File: config.mk
export PLATFORM = sky130hd
export DESIGN_NAME = chip8_keypad
export DESIGN_NICKNAME = d
export VERILOG_FILES = /design/src/rtl/chip8_pkg.sv /design/src/rtl/chip8_debounce.sv /design/src/rtl/chip8_keypad.sv
export SDC_FILE = /design/constraint.sdc
export NUM_CORES = 1
export LEC_CHECK = 0
export ABC_CLOCK_PERIOD_IN_PS = 3600
export CAP_MARGIN = 10
export CORE_MARGIN = 8
export CORE_UTILIZATION = 40
export CTS_CLUSTER_SIZE = 8
export DETAILED_ROUTE_END_ITERATION = 12
export PLACE_DENSITY = 0.65
export SLEW_MARGIN = 20
export SYNTH_ARGS = -nofsm -noshare
export SYNTH_HDL_FRONTEND = slang
export SYNTH_SLANG_ARGS = --single-unit
File: constraint.sdc
create_clock -name clk -period 3.6 [get_ports clk]
set_input_delay 0.54 -clock clk [delete_from_list [all_inputs] [get_ports clk]]
set_output_delay 0.54 -clock clk [all_outputs]
set_load 0.01 [all_outputs]
File: src/rtl/chip8_pkg.sv
// Shared keypad definitions: physical matrix position to CHIP-8 key value,
// wait-FSM state encoding and a lowest-set-bit helper.
package chip8_pkg;

    typedef enum logic [1:0] {
        ST_IDLE,
        ST_WAIT_PRESS,
        ST_WAIT_RELEASE,
        ST_ACK
    } wait_state_t;

    // Indexed by row*4+col; row0 = 1 2 3 C, row1 = 4 5 6 D, row2 = 7 8 9 E, row3 = A 0 B F.
    localparam logic [15:0][3:0] KEY_MAP = {
        4'hF, 4'hB, 4'h0, 4'hA,
        4'hE, 4'h9, 4'h8, 4'h7,
        4'hD, 4'h6, 4'h5, 4'h4,
        4'hC, 4'h3, 4'h2, 4'h1
    };

    function automatic logic [3:0] lowest_set(input logic [15:0] v);
        logic [3:0] idx;
        idx = '0;
        for (int i = 15; i >= 0; i--) begin
            if (v[i]) idx = 4'(i);
        end
        return idx;
    endfunction

endpackage

File: src/rtl/chip8_debounce.sv
// Per-key debouncer: flips state after DEBOUNCE_N consecutive frames whose
// raw value differs from the current state; any agreeing frame restarts the count.
module chip8_debounce #(
    parameter int DEBOUNCE_N = 4
) (
    input  logic clk,
    input  logic rst,
    input  logic en,
    input  logic raw,
    output logic state
);
    localparam int CW = $clog2(DEBOUNCE_N + 1);

    logic [CW-1:0] cnt_q, cnt_d;
    logic          state_q, state_d;

    always_comb begin
        cnt_d   = cnt_q;
        state_d = state_q;
        if (en) begin
            if (raw == state_q) begin
                cnt_d = '0;
            end else if (cnt_q == CW'(DEBOUNCE_N - 1)) begin
                cnt_d   = '0;
                state_d = ~state_q;
            end else begin
                cnt_d = cnt_q + 1'b1;
            end
        end
    end

    always_ff @(posedge clk) begin
        if (rst) begin
            cnt_q   <= '0;
            state_q <= 1'b0;
        end else begin
            cnt_q   <= cnt_d;
            state_q <= state_d;
        end
    end

    assign state = state_q;

endmodule

File: src/rtl/chip8_keypad.sv
// 4x4 matrix keypad scanner with per-key debounce and an FX0A-style
// press-and-release capture handshake (four-phase wait_req/wait_ack).
module chip8_keypad
    import chip8_pkg::*;
#(
    parameter int SCAN_DIV   = 1000,
    parameter int DEBOUNCE_N = 4
) (
    input  logic        clk,
    input  logic        rst,
    output logic [3:0]  col_out,
    input  logic [3:0]  row_in,
    output logic [15:0] key_state,
    input  logic        wait_req,
    output logic        wait_ack,
    output logic [3:0]  wait_key
);
    localparam int DW = $clog2(SCAN_DIV + 1);

    logic [DW-1:0] div_q, div_d;
    logic [1:0]    col_q, col_d;
    logic [15:0]   snap_q, snap_d;
    logic [15:0]   frame_phys;
    logic [15:0]   frame_key;
    logic          last_cyc;
    logic          frame_stb;

    assign last_cyc  = (div_q == DW'(SCAN_DIV - 1));
    assign frame_stb = last_cyc && (col_q == 2'd3);
    assign col_out   = ~(4'b0001 << col_q);

    always_comb begin
        div_d  = last_cyc ? '0 : div_q + 1'b1;
        col_d  = last_cyc ? col_q + 2'd1 : col_q;
        snap_d = snap_q;
        if (last_cyc) begin
            for (int r = 0; r < 4; r++) snap_d[r*4 + int'(col_q)] = ~row_in[r];
        end
    end

    // Column 3 is taken straight from the rows so the frame is complete on its sample cycle.
    always_comb begin
        frame_phys = snap_q;
        for (int r = 0; r < 4; r++) frame_phys[r*4 + 3] = ~row_in[r];
        frame_key = '0;
        for (int p = 0; p < 16; p++) frame_key[KEY_MAP[p]] = frame_phys[p];
    end

    always_ff @(posedge clk) begin
        if (rst) begin
            div_q  <= '0;
            col_q  <= '0;
            snap_q <= '0;
        end else begin
            div_q  <= div_d;
            col_q  <= col_d;
            snap_q <= snap_d;
        end
    end

    for (genvar k = 0; k < 16; k++) begin : g_db
        chip8_debounce #(.DEBOUNCE_N(DEBOUNCE_N)) u_db (
            .clk   (clk),
            .rst   (rst),
            .en    (frame_stb),
            .raw   (frame_key[k]),
            .state (key_state[k])
        );
    end

    wait_state_t state_q;
    logic        wait_ack_q;
    logic [3:0]  wait_key_q;

    // Dropping wait_req aborts a pending capture before any key event is considered.
    always_ff @(posedge clk) begin
        if (rst) begin
            state_q    <= ST_IDLE;
            wait_ack_q <= 1'b0;
            wait_key_q <= '0;
        end else begin
            case (state_q)
                ST_IDLE: begin
                    if (wait_req) state_q <= ST_WAIT_PRESS;
                end
                ST_WAIT_PRESS: begin
                    if (!wait_req) begin
                        state_q <= ST_IDLE;
                    end else if (|key_state) begin
                        wait_key_q <= lowest_set(key_state);
                        state_q    <= ST_WAIT_RELEASE;
                    end
                end
                ST_WAIT_RELEASE: begin
                    if (!wait_req) begin
                        state_q <= ST_IDLE;
                    end else if (!key_state[wait_key_q]) begin
                        state_q    <= ST_ACK;
                        wait_ack_q <= 1'b1;
                    end
                end
                ST_ACK: begin
                    if (!wait_req) begin
                        state_q    <= ST_IDLE;
                        wait_ack_q <= 1'b0;
                    end
                end
                default: begin
                    state_q    <= ST_IDLE;
                    wait_ack_q <= 1'b0;
                end
            endcase
        end
    end

    assign wait_ack = wait_ack_q;
    assign wait_key = wait_key_q;

endmodule

After elaboration in Yosys (flattened, before gate mapping)
Index checks and enable logic that the tools add are counted. W data, S select, Z words.

Bits in latches: 0. Memory bits (writable): 0. Output and inout port bits: 25. Bits of input ports: 7. Logic and storage cells: 250. ROM bits: 0. Memories kept: 0. Flip-flop bits (word level): 99.

Add/sub/neg operators: 21. Div/mod/pow operators: 0. Reduce and logical (&&, ||, !) cells: 28. Multiplexer cells: 73. Bitwise operators: 37. Shift-type cells: 1. Eq/ne operators: 43. Order comparisons: 9. $mul: 0.

Operator list (count): $mux W3 (32); $bwmux W16 (4); $mux W4 (16); $reduce_and A3 Y1 (17); $add A3 B1 Y3 const B (16); $eq A3 B2 Y1 const B (16); $not A1 Y1 (36); $eq A1 B1 Y1 (16); $reduce_or A16 Y1 (1); $demux W1 S4 (3); $mux W2 (6); $add A10 B1 Y10 const B (1); $add A4 B2 Y5 const A (2); $eq A10 B10 Y1 const B (1); $ge A5 B1 Y1 const B (2); $lt A4 B5 Y1 const B (2); $lt A5 B5 Y1 const B (2); $mux W1 (8); $ne A2 B2 Y1 const B (4); $pmux W2 S4 (1); $reduce_and A4 Y1 (2); $eq A2 B2 Y1 const B (3); $ne A3 B3 Y1 const B (2); $logic_and A1 B1 Y1 (5); 14 further kinds (14).

Depth between registers and ports, before layout
Depth after elaboration: 16. Depth in mapped cells: 8. Depth with buffers taken out: 6.

By module
A second synthesis with hierarchy kept.

Cells, all modules: 476. Area total of the unflattened synthesis: 4488.1 µm².

Modules (own cells, without submodules): chip8_debounce (cells each 19, times used 16, area an instance 182.7 µm², sequential area each 80.1 µm²); chip8_keypad (cells each 172, times used 1, area an instance 1565.3 µm², sequential area each 620.6 µm²).

Worst setup path before layout
Ideal clock, no wire load.

Path type: flip-flop to flip-flop. Start point: reg div_q[0]. End point: reg g_db[10].u_db.state_q. Buffers on the path: 2. Slack: 1.704 ns. Stages on the path, launching flop included: 9. Setup time: 0.128 ns. Arrival time: 1.768 ns. Clock period less this slack: 1.896 ns. Required time: 3.472 ns. Cells stage by stage: dfxtp_1 ha_1 nand4b_1 or4_1 buf_2 buf_6 nor2_1 mux2i_1 nor2_1.

Cells in the longest elaborated chain, start to end: 3.

RTL lines: from (decl) (RTL line chip8_keypad.sv:20) `logic [DW-1:0] div_q, div_d;`; from (signal assigned) (RTL line chip8_keypad.sv:55) `div_q <= div_d;`; $eq A10 B10 Y1 (RTL line chip8_keypad.sv:28) `assign last_cyc = (div_q == DW'(SCAN_DIV - 1));`; $logic_and A1 B1 Y1 (RTL line chip8_keypad.sv:29) `assign frame_stb = last_cyc && (col_q == 2'd3);`; $reduce_and A3 Y1 (no line); to (signal assigned) (RTL line chip8_debounce.sv:38) `state_q <= state_d;`; to (decl) (RTL line chip8_debounce.sv:15) `logic state_q, state_d;`.

No other way between the ends. A chain may end at the register's enable or synchronous reset.

Worst setup path after layout
Start point: reg div_q[0]. End point: reg g_db[4].u_db.state_q.

Cells in the longest elaborated chain, start to end: 3.

RTL lines (RTL line): $eq A10 B10 Y1 (chip8_keypad.sv:28); $logic_and A1 B1 Y1 (chip8_keypad.sv:29); $reduce_and A3 Y1 (no line); to (signal assigned) (chip8_debounce.sv:38); to (decl) (chip8_debounce.sv:15).

No other way between the ends.

==> run metrics <==
Peak VDD IR 0.2216 mV; Max Cap Viol 0; synthesized area 4511 um2; relative slew slack a little under half; synth-to-layout area growth 14.17%; Static Leak 1.870 nW; DR pass1 iterations 5; WS Path Type reg2reg; fill cell count 1069; vias in the first global route 3378; Die H 122.2 um; data required time of the worst path 3.80 ns; RSZ-0062 raised after global routing false; Post-synth EDFFs 0; Port Buf Inserts 31; area taken by multi-input logic gates 2307 um2; hold_ws 0.4445 ns; global-route wire length before repair approximately 16000 um; min Tclk post-route 2.288 ns; worst setup margin 1.312 ns; via count 3585; DP Cell Count roughly 660; status complete, no violations; Post-Route WL a little under 10000 um; GRT Overall Usage between 10% and 20%; Chip Width 122.2 um; fin crit share between 60% and 70%; Clk pwr share 48.7%; Mapped Cells 520; register area share after synthesis between 40% and 50%; Slew @ Worst Pin 0.8111 ns; Distinct cells, synth 43; pwr dens 415.6 nW/um2; Max Clock Skew 0.01069 ns; Die ar. between 10000 and 15000 um2; Core Area 10940 um2; Setup Fix Bufs, Post-CTS 0; share of cells above drive strength 1 just under 8%; Std-Cell Rows 38; Fin Setup TNS 0 ns; Routed WL per cell between 10 and 15 um; Fmax 437.1 MHz; power share of the combinational group 1.9%; Flop pwr share between 40% and 50%; Synth Flop Type dfxtp_1; startpoint types flip-flop; Pint around 1.7 mW; final-report setup violation count 0; FF/Latch Area 1902 um2; CTS tree built; Routed Antenna Nets 0; Max clock buf depth 2; Initial Util 41.25%; crit path DAT 2.48 ns; CTS resizes 0; Hold Vio Cnt, Final 0; gp weighted congestion 0.8090; CTS root buf clkbuf_16; antenna violations before repair 0; Finished Layout Cells 673; vias per inst 5.327; gr ovfl total 0; HP Class reg2reg; worst-path fanout max 57; clock sink total 95; Post-Syn Area per Cell roughly 8.7 um2; # nets final 556; ys async rst share 0%; Worst setup EP type flip-flop; largest net degree at the start of global routing 79; HPWL after detailed placement 6487 um; CTS Buf Count 9; Net Sw Frac a little over a fifth; H-tree depth 3; Final Max Slew Viols 0; flops & latches, synth 95; ant diodes 0; Iter 0 DRT Violations 308; hold_buf cts 0; Skew-Pair Late Insertion Delay 0.34 ns; dpl ws 0.8974 ns; switching pwr approximately 0.46 mW; Net Count, Synth around 550; synth warn 0; I/O pin count 32; DRC 0; CTS clk-pin slew, worst paths 0.07 ns
[worst max-delay path, stage by stage (launching register included)]
cell and delay [ns]:
dfxtp_1 0.35, ha_1 0.20, nand4b_1 0.27, or4_4 0.81
nor2_1 0.25, mux2i_1 0.20, nor2_1 0.05
[cell families after synthesis]
kind of cell,after synthesis,synth area share (%)
AO/OA/AOI/OAI,94,12.18
XOR/XNOR,24,4.660
adder cells (fa/ha/maj),21,5.825
buffers and inverters,63,6.963
flip-flops,95,42.16
multiplexers,13,3.995
AND/OR/NAND/NOR,210,24.22
[stage by stage]
step	utilization [%]	instance area [um2]	total power, mW
floorplan	-	4511	1.104
finish	47.09	5150	2.141
global placement	44.06	4818	1.122
CTS	47.07	5147	2.167
detailed placement	44.06	4818	1.122
global route	47.09	5150	2.212
[Yosys cell counts (2+ instances only)]
master	number	share of area [%]
buf_4	16	2.7
buf_2	2	0.22
a31oi_1	2	0.28
nand3_1	21	2.3
nand2_1	41	3.4
buf_6	2	0.50
a211oi_1	19	3.2
and3_1	12	1.7
o31ai_1	2	0.33
nor3b_1	7	1.2
nor4_2	8	2.2
nor2_1	65	5.4
clkbuf_1	19	1.6
dfxtp_1	95	42
nand4b_1	4	0.78
mux2i_1	9	2.0
xor2_1	11	2.1
a21oi_1	52	5.8
nor4_1	8	1.1
xnor2_1	13	2.5
o21ai_0	13	1.4
nor2b_1	9	1.2
inv_1	23	1.9
mux4_2	4	2.0
nor3_1	9	1.0
ha_1	21	5.8
nor2_2	4	0.55
nand2b_1	9	1.2
nand3b_1	2	0.33
nand4_1	5	0.69
[power groups by stage]
stage | Combinational, mW | Sequential (mW) | Clock (mW)
finish | 0.0409 | 1.06 | 1.04
global route | 0.0457 | 1.06 | 1.11
CTS | 0.0415 | 1.06 | 1.07
detailed placement | 0.0410 | 1.08 | 0
global placement | 0.0412 | 1.08 | 0
floorplan | 0.0245 | 1.08 | 0
[worst paths after layout]
path / start / endpoint / slack (ns) / depth (start not counted)
max reg2reg: div_q[0]$_SDFF_PP0_ / g_db[4].u_db.state$_SDFFE_PP0P_ / 1.31 / 6
min: div_q[0]$_SDFF_PP0_ / div_q[0]$_SDFF_PP0_ / 0.44 / 1
max: div_q[0]$_SDFF_PP0_ / g_db[4].u_db.state$_SDFFE_PP0P_ / 1.31 / 6
min reg2reg: div_q[0]$_SDFF_PP0_ / div_q[0]$_SDFF_PP0_ / 0.44 / 1
[layout by cell type (no fill, tap or decap), types with 6 or more instances in the layout]
master / instances
ha_1: 21
clkdlybuf4s50_1: 30
nor3b_1: 7
and3_1: 12
nor4_1: 8
buf_4: 6
clkbuf_16: 9
inv_1: 23
a211oi_1: 19
xnor2_1: 13
nand2b_1: 9
dfxtp_1: 95
nand3_1: 21
mux2i_1: 9
xor2_1: 11
nor3_1: 9
nor4_2: 7
nor2_1: 65
nor2b_1: 9
a21oi_1: 52
o21ai_0: 13
nand2_1: 41
[sequential cells by signal (all words and copies together) (netlist names)]
name and count:
div_q 10, snap_q 12, g_db.u_db.state 16, wait_ack 1, col_q 2, g_db.u_db.cnt_q 48, wait_key 4, state_q 2
[cell type report]
type                    count  area share, %
multi-input cells         362          44.80
flip-flops and latches     95          36.93
repair buffers             37          6.803
clock buffers               9          4.373
well taps                 140          3.401
clock inverters             7          2.017
inverters                  23          1.676
[metal layers]
| layer | up-vias | part of all wire, % | wire length (um) | track usage [%] |
|---|---|---|---|---|
| li1 | 1805 | - | - | - |
| met5 | - | 0 | 0 | 0 |
| met3 | 8 | 6.0 | 578 | 3.471 |
| met2 | 79 | 45 | 4327 | 21.59 |
| met4 | 0 | 1.1 | 109 | 4.874 |
| met1 | 1693 | 48 | 4609 | 17.33 |
(Power assumes the default switching activity.)
